<file path="src/rtl/present_decrypt_core_pkg.sv">
// Shared PRESENT-80 constants, FSM encoding and 4-bit S-box tables.
package present_decrypt_core_pkg;

   localparam int unsigned ROUNDS = 31;
   localparam int unsigned KEY_W  = 80;
   localparam int unsigned BLK_W  = 64;
   localparam int unsigned CNT_W  = 5;

   typedef enum logic [2:0] {
      ST_IDLE   = 3'd0,
      ST_KEYFWD = 3'd1,
      ST_WHITEN = 3'd2,
      ST_DECR   = 3'd3,
      ST_DONE   = 3'd4
   } state_e;

   function automatic logic [3:0] sbox(input logic [3:0] x);
      logic [3:0] y;
      case (x)
         4'h0: y = 4'hC;  4'h1: y = 4'h5;  4'h2: y = 4'h6;  4'h3: y = 4'hB;
         4'h4: y = 4'h9;  4'h5: y = 4'h0;  4'h6: y = 4'hA;  4'h7: y = 4'hD;
         4'h8: y = 4'h3;  4'h9: y = 4'hE;  4'hA: y = 4'hF;  4'hB: y = 4'h8;
         4'hC: y = 4'h4;  4'hD: y = 4'h7;  4'hE: y = 4'h1;  default: y = 4'h2;
      endcase
      return y;
   endfunction

   function automatic logic [3:0] sbox_inv(input logic [3:0] x);
      logic [3:0] y;
      case (x)
         4'h0: y = 4'h5;  4'h1: y = 4'hE;  4'h2: y = 4'hF;  4'h3: y = 4'h8;
         4'h4: y = 4'hC;  4'h5: y = 4'h1;  4'h6: y = 4'h2;  4'h7: y = 4'hD;
         4'h8: y = 4'hB;  4'h9: y = 4'h4;  4'hA: y = 4'h6;  4'hB: y = 4'h3;
         4'hC: y = 4'h0;  4'hD: y = 4'h7;  4'hE: y = 4'h9;  default: y = 4'hA;
      endcase
      return y;
   endfunction

endpackage

</file>
<file path="src/rtl/present_key_step.sv">
// One PRESENT-80 key-schedule step: forward update (dir_inv=0) or its exact inverse (dir_inv=1).
module present_key_step
   import present_decrypt_core_pkg::*;
(
   input  logic             dir_inv,
   input  logic [CNT_W-1:0] round_idx,
   input  logic [KEY_W-1:0] key_in,
   output logic [KEY_W-1:0] key_out_c
);

   logic [KEY_W-1:0] fwd_c;
   logic [KEY_W-1:0] unmix_c;
   logic [KEY_W-1:0] inv_c;

   always_comb begin
      fwd_c          = {key_in[18:0], key_in[KEY_W-1:19]};
      fwd_c[79:76]   = sbox(fwd_c[79:76]);
      fwd_c[19:15]   = fwd_c[19:15] ^ round_idx;

      // Undo the counter XOR and S-box before rotating back.
      unmix_c        = key_in;
      unmix_c[19:15] = unmix_c[19:15] ^ round_idx;
      unmix_c[79:76] = sbox_inv(unmix_c[79:76]);
      inv_c          = {unmix_c[60:0], unmix_c[KEY_W-1:61]};

      key_out_c      = dir_inv ? inv_c : fwd_c;
   end

endmodule

</file>
<file path="src/rtl/present_decrypt_core.sv">
// Iterative PRESENT-80 decryption: forward key schedule to K32, then one inverse round per clock.
module present_decrypt_core
   import present_decrypt_core_pkg::*;
(
   input  logic              clock,
   input  logic              reset,
   input  logic              enable_in,
   input  logic [BLK_W-1:0]  ciphertext,
   input  logic [KEY_W-1:0]  key,
   output logic              ready_out,
   output logic              valid_out,
   input  logic              ack_in,
   output logic [BLK_W-1:0]  plaintext,
   output logic              busy
);

   state_e            fsm_q,   fsm_d;
   logic [BLK_W-1:0]  data_q,  data_d;
   logic [KEY_W-1:0]  key_q,   key_d;
   logic [CNT_W-1:0]  cnt_q,   cnt_d;
   logic [BLK_W-1:0]  pt_q,    pt_d;
   logic              ready_q, ready_d;
   logic              valid_q, valid_d;
   logic              busy_q,  busy_d;
   logic [KEY_W-1:0]  key_nxt_c;
   logic [BLK_W-1:0]  round_c;

   // Inverse pLayer: output bit j takes input bit P(j)=16*(j mod 4)+j/4 (P(63)=63).
   function automatic logic [BLK_W-1:0] p_inv_layer(input logic [BLK_W-1:0] x);
      logic [BLK_W-1:0] y;
      y = '0;
      for (int unsigned j = 0; j < BLK_W; j++) begin
         y[6'(j)] = x[6'(16 * (j % 4) + j / 4)];
      end
      return y;
   endfunction

   function automatic logic [BLK_W-1:0] s_inv_layer(input logic [BLK_W-1:0] x);
      logic [BLK_W-1:0] y;
      y = '0;
      for (int unsigned n = 0; n < BLK_W / 4; n++) begin
         y[6'(4 * n) +: 4] = sbox_inv(x[6'(4 * n) +: 4]);
      end
      return y;
   endfunction

   present_key_step u_key_step (
      .dir_inv   (fsm_q == ST_DECR),
      .round_idx (cnt_q),
      .key_in    (key_q),
      .key_out_c (key_nxt_c)
   );

   always_comb begin
      round_c = s_inv_layer(p_inv_layer(data_q)) ^ key_nxt_c[KEY_W-1:16];
   end

   // Next-state and datapath update.
   always_comb begin
      fsm_d  = fsm_q;
      data_d = data_q;
      key_d  = key_q;
      cnt_d  = cnt_q;
      pt_d   = pt_q;
      case (fsm_q)
         ST_IDLE: begin
            if (enable_in) begin
               data_d = ciphertext;
               key_d  = key;
               cnt_d  = CNT_W'(1);
               fsm_d  = ST_KEYFWD;
            end
         end
         ST_KEYFWD: begin
            key_d = key_nxt_c;
            if (cnt_q == CNT_W'(ROUNDS)) begin
               fsm_d = ST_WHITEN;
            end else begin
               cnt_d = cnt_q + CNT_W'(1);
            end
         end
         ST_WHITEN: begin
            data_d = data_q ^ key_q[KEY_W-1:16];
            cnt_d  = CNT_W'(ROUNDS);
            fsm_d  = ST_DECR;
         end
         ST_DECR: begin
            key_d  = key_nxt_c;
            data_d = round_c;
            if (cnt_q == CNT_W'(1)) begin
               pt_d  = round_c;
               fsm_d = ST_DONE;
            end else begin
               cnt_d = cnt_q - CNT_W'(1);
            end
         end
         ST_DONE: begin
            if (ack_in) begin
               fsm_d = ST_IDLE;
            end
         end
         default: fsm_d = ST_IDLE;
      endcase
      ready_d = (fsm_d == ST_IDLE);
      valid_d = (fsm_d == ST_DONE);
      busy_d  = (fsm_d == ST_KEYFWD) || (fsm_d == ST_WHITEN) || (fsm_d == ST_DECR);
   end

   always_ff @(posedge clock) begin
      if (reset) begin
         fsm_q   <= ST_IDLE;
         data_q  <= '0;
         key_q   <= '0;
         cnt_q   <= '0;
         pt_q    <= '0;
         ready_q <= 1'b1;
         valid_q <= 1'b0;
         busy_q  <= 1'b0;
      end else begin
         fsm_q   <= fsm_d;
         data_q  <= data_d;
         key_q   <= key_d;
         cnt_q   <= cnt_d;
         pt_q    <= pt_d;
         ready_q <= ready_d;
         valid_q <= valid_d;
         busy_q  <= busy_d;
      end
   end

   assign ready_out = ready_q;
   assign valid_out = valid_q;
   assign busy      = busy_q;
   assign plaintext = pt_q;

endmodule

</file>
<file path="config.mk">
export PLATFORM = sky130hd
export DESIGN_NAME = present_decrypt_core
export DESIGN_NICKNAME = d
export VERILOG_FILES = /design/src/rtl/present_decrypt_core_pkg.sv /design/src/rtl/present_key_step.sv /design/src/rtl/present_decrypt_core.sv
export SDC_FILE = /design/constraint.sdc
export NUM_CORES = 1
export LEC_CHECK = 0
export BUFFER_PORTS_ARGS = -buffer_cell sky130_fd_sc_hd__buf_4
export CELL_PAD_IN_SITES_DETAIL_PLACEMENT = 0
export CELL_PAD_IN_SITES_GLOBAL_PLACEMENT = 1
export CORE_MARGIN = 4
export CORE_UTILIZATION = 45
export DETAILED_ROUTE_END_ITERATION = 10
export PLACE_DENSITY = 0.88
export SLEW_MARGIN = 15
export SYNTH_ARGS = -nofsm -noshare
export SYNTH_HDL_FRONTEND = slang
export SYNTH_SLANG_ARGS = --single-unit
</file>
<file path="constraint.sdc">
create_clock -name clock -period 5.25 [get_ports clock]
set_input_delay 1.575 -clock clock [delete_from_list [all_inputs] [get_ports clock]]
set_output_delay 1.575 -clock clock [all_outputs]
set_load 0.01 [all_outputs]
</file>
==> impl_metrics.yaml <==
outcome:
  status: "complete, no violations"
route:
  dr_total_vias: 17155
  wire_per_inst_microns: 24.5
  drc_errors: 0
  finalWirelength_mm: 69.1
  drt_iter0_drc: 2181
  avgViaCountPerCell: 6.07
  drt.antenna.violating_nets: 0
  drt_first_pass_iters: 6
clock_tree:
  clock_path_buffers: 3
  cts-root-buf: "clkbuf_16"
  cts_setup_buffers: 0
  hold_buffers: 0
  clkSlewWorstSetupHoldPaths_ns: 0.06
  tritoncts: "built"
  cts_max_level: 2
  insertion_delay_ns: 0.54
  clock_sinks: 291
  cts_resized: 0
  cts_buffers: 34
setup_path:
  crit_top_cell: "inv_1"
  crit_type: "reg -> reg"
  cp_top_family: "compound AO/OA/AOI/OAI gates"
  crit_slowest_cell: "dfxtp_1"
  start_kind: "register"
  max_stage_delay_ns: 0.86
  worstPathCellList: "nand2b_2 > buf_4 > nand2_1 > a31o_2 > a21oi_1 > inv_1 > ha_1 > inv_1 > mux2i_1 > a211o_1"
  crit_path_end_kind: "register"
  rrSetupSlack_ns: 1.27
  worstPathArrival_ns: 4.39
  critPathRequiredTime_ns: 5.66
  crit_path_max_fanout: 41
  timing.critical_path.buf_inv: 3
timing:
  hold_violations: 0
  tns_ns: 0
  slew_headroom_pct: 31.4
  fmax_ghz: 0.251
  clock-skew-final_ns: 0.0213
  grt_setup_unrepaired: "false"
  worst_pin_slew_ns: 1.03
  finalMaxSlewViolations: 0
  fin_crit_sh_pct: 75.8
  setup_viol_count_final: 0
  period_minus_slack_ns: 3.98
final_layout:
  area_growth_pct: 16.6
  diodes: 0
  postLayoutCoreUtil_pct: 53.5
  drive_gt1_share_pct: 16.7
  post_layout_nonfiller_instances: 2824
  seqCellArea_sq_um: 5830
  multi_input_comb_area_sq_um: 10900
  fillers: 3598
  fin_nets: 2544
grt:
  grt_overflow: 0
  grt_pass1_vias: 16503
  antenna_found_initial: 0
  grt_pass1_wl_mm: 103
  track_usage_pct: 30.5
  grt_start_max_net_pins: 79
floorplanning:
  io_pins: 215
  dieArea_sq_um: 43000
  die_h_microns: 207
  rows: 72
  initial_core_util_pct: 45.9
  die_w_microns: 207
  core_sq_um: 39000
synthesis:
  yosys-top-cells-count: "344 x nand2_1, 291 x dfxtp_1, 156 x nor2_1, 111 x ha_1, 105 x a21oi_1"
  synth_top_cell_area_share_pct: 32.6
  ys_warn_count: 0
  synth.cell_area_sq_um: 17900
  postSynthAreaPerCell_sq_um: 8.28
  synth_most_common_cell: "nand2_1"
  synth_cells: 2161
  ys_async_sr_fraction_pct: 0
  synthFlopType: "dfxtp_1"
  synth.area.top_cells: "dfxtp_1 33%, ha_1 7.8%, nand2_1 7.2%"
  synth_area_leader_cell: "dfxtp_1"
  ys_seq_area_share_pct: 32.6
  synth-seq-cells: 291
  synth_edf_count: 0
  syn_nets: 2420
  ys_types: 90
worst_hold_path:
  hold_class: "reg -> reg"
place:
  gp_congestion: 0.981
  portBuffers: 214
  post-dp-hpwl_mm: 51.3
  post-place-cells: 2767
power:
  ir_drop_uv: 179
  leakagePower_nw: 8.62
  power_density_nw_per_um2: 323
job:
  maxCapViolCount: 0
==> routing by layer <==
layer | vias to the layer above | part of all wire, % | GRT usage, %
met1 | 8194 | 41 | 41.9
met3 | 191 | 11 | 6.30
met5 | - | 0 | 0
met2 | 949 | 43 | 46.0
met4 | 0 | 5.5 | 14.3
li1 | 7821 | - | -
==> stage by stage <==
stage	worst slack, ns	cell area (sq um)	hold slack (ns)	total power [mW]
floorplan	1.26	17900	0.457	3.66
global placement	0.954	19700	0.447	4.26
detailed placement	0.792	19700	0.448	4.29
CTS	1.36	20900	0.456	6.69
global route	1.09	20900	0.471	6.96
finish	1.27	20900	0.452	6.73
==> layout make-up <==
class / count / share of cell area [%]
multi-input cells: 1598 / 52.4
clock buffers: 46 / 4.68
well taps: 518 / 3.11
repair buffers: 256 / 9.35
clock inverters: 11 / 0.654
inverters: 104 / 1.87
flip-flops and latches: 291 / 28.0
==> placed cells by master, fill, tap and decap left out, types with 9 or more instances in the layout <==
| cell type | instances |
|---|---|
| dfxtp_1 | 289 |
| nor2b_1 | 30 |
| a21oi_1 | 105 |
| a31oi_1 | 12 |
| or3_1 | 17 |
| a211o_1 | 11 |
| inv_1 | 98 |
| a222oi_1 | 17 |
| ha_1 | 111 |
| nor2_1 | 156 |
| nor3_1 | 14 |
| mux2i_1 | 103 |
| o221ai_1 | 16 |
| buf_4 | 253 |
| mux2_2 | 24 |
| o211ai_1 | 40 |
| a311oi_1 | 58 |
| xnor2_1 | 72 |
| xor2_1 | 53 |
| o21a_1 | 9 |
| o21ai_0 | 68 |
| nand2_1 | 344 |
| o22ai_1 | 9 |
| and3_1 | 52 |
| clkbuf_16 | 35 |
| a211oi_1 | 77 |
| nand2b_1 | 9 |
| and2_1 | 35 |
| nand3_1 | 15 |
==> logic make-up after synthesis <==
family                   synth area share, %
multiplexers                            7.61
AO/OA/AOI/OAI                           20.9
XOR/XNOR                                6.12
AND/OR/NAND/NOR                         18.5
adder cells (fa/ha/maj)                 7.76
flip-flops                              32.6
buffers and inverters                   6.54
==> report_power, final <==
group          switching, mW  internal [mW]
logic                  0.904          0.633
registers              0.333           2.43
clock network          0.976           1.45
==> path summary, 6_finish.rpt <==
kind                                    start       endpoint  depth (start not counted)
worst min-delay path            plaintext[57]  plaintext[57]                          2
worst max register to register       fsm_q[2]       register                         10
worst min register to register  plaintext[57]  plaintext[57]                          2
worst max-delay path                 fsm_q[2]       register                         10
==> worst register-to-register path, cell delays in order, from the launching register on <==
cell	delay, ns
dfxtp_1	0.86
nand2b_2	0.48
buf_4	0.53
nand2_1	0.21
a31o_2	0.27
a21oi_1	0.40
inv_1	0.18
ha_1	0.37
inv_1	0.15
mux2i_1	0.10
a211o_1	0.31
Power figures use the tool's default switching activity.
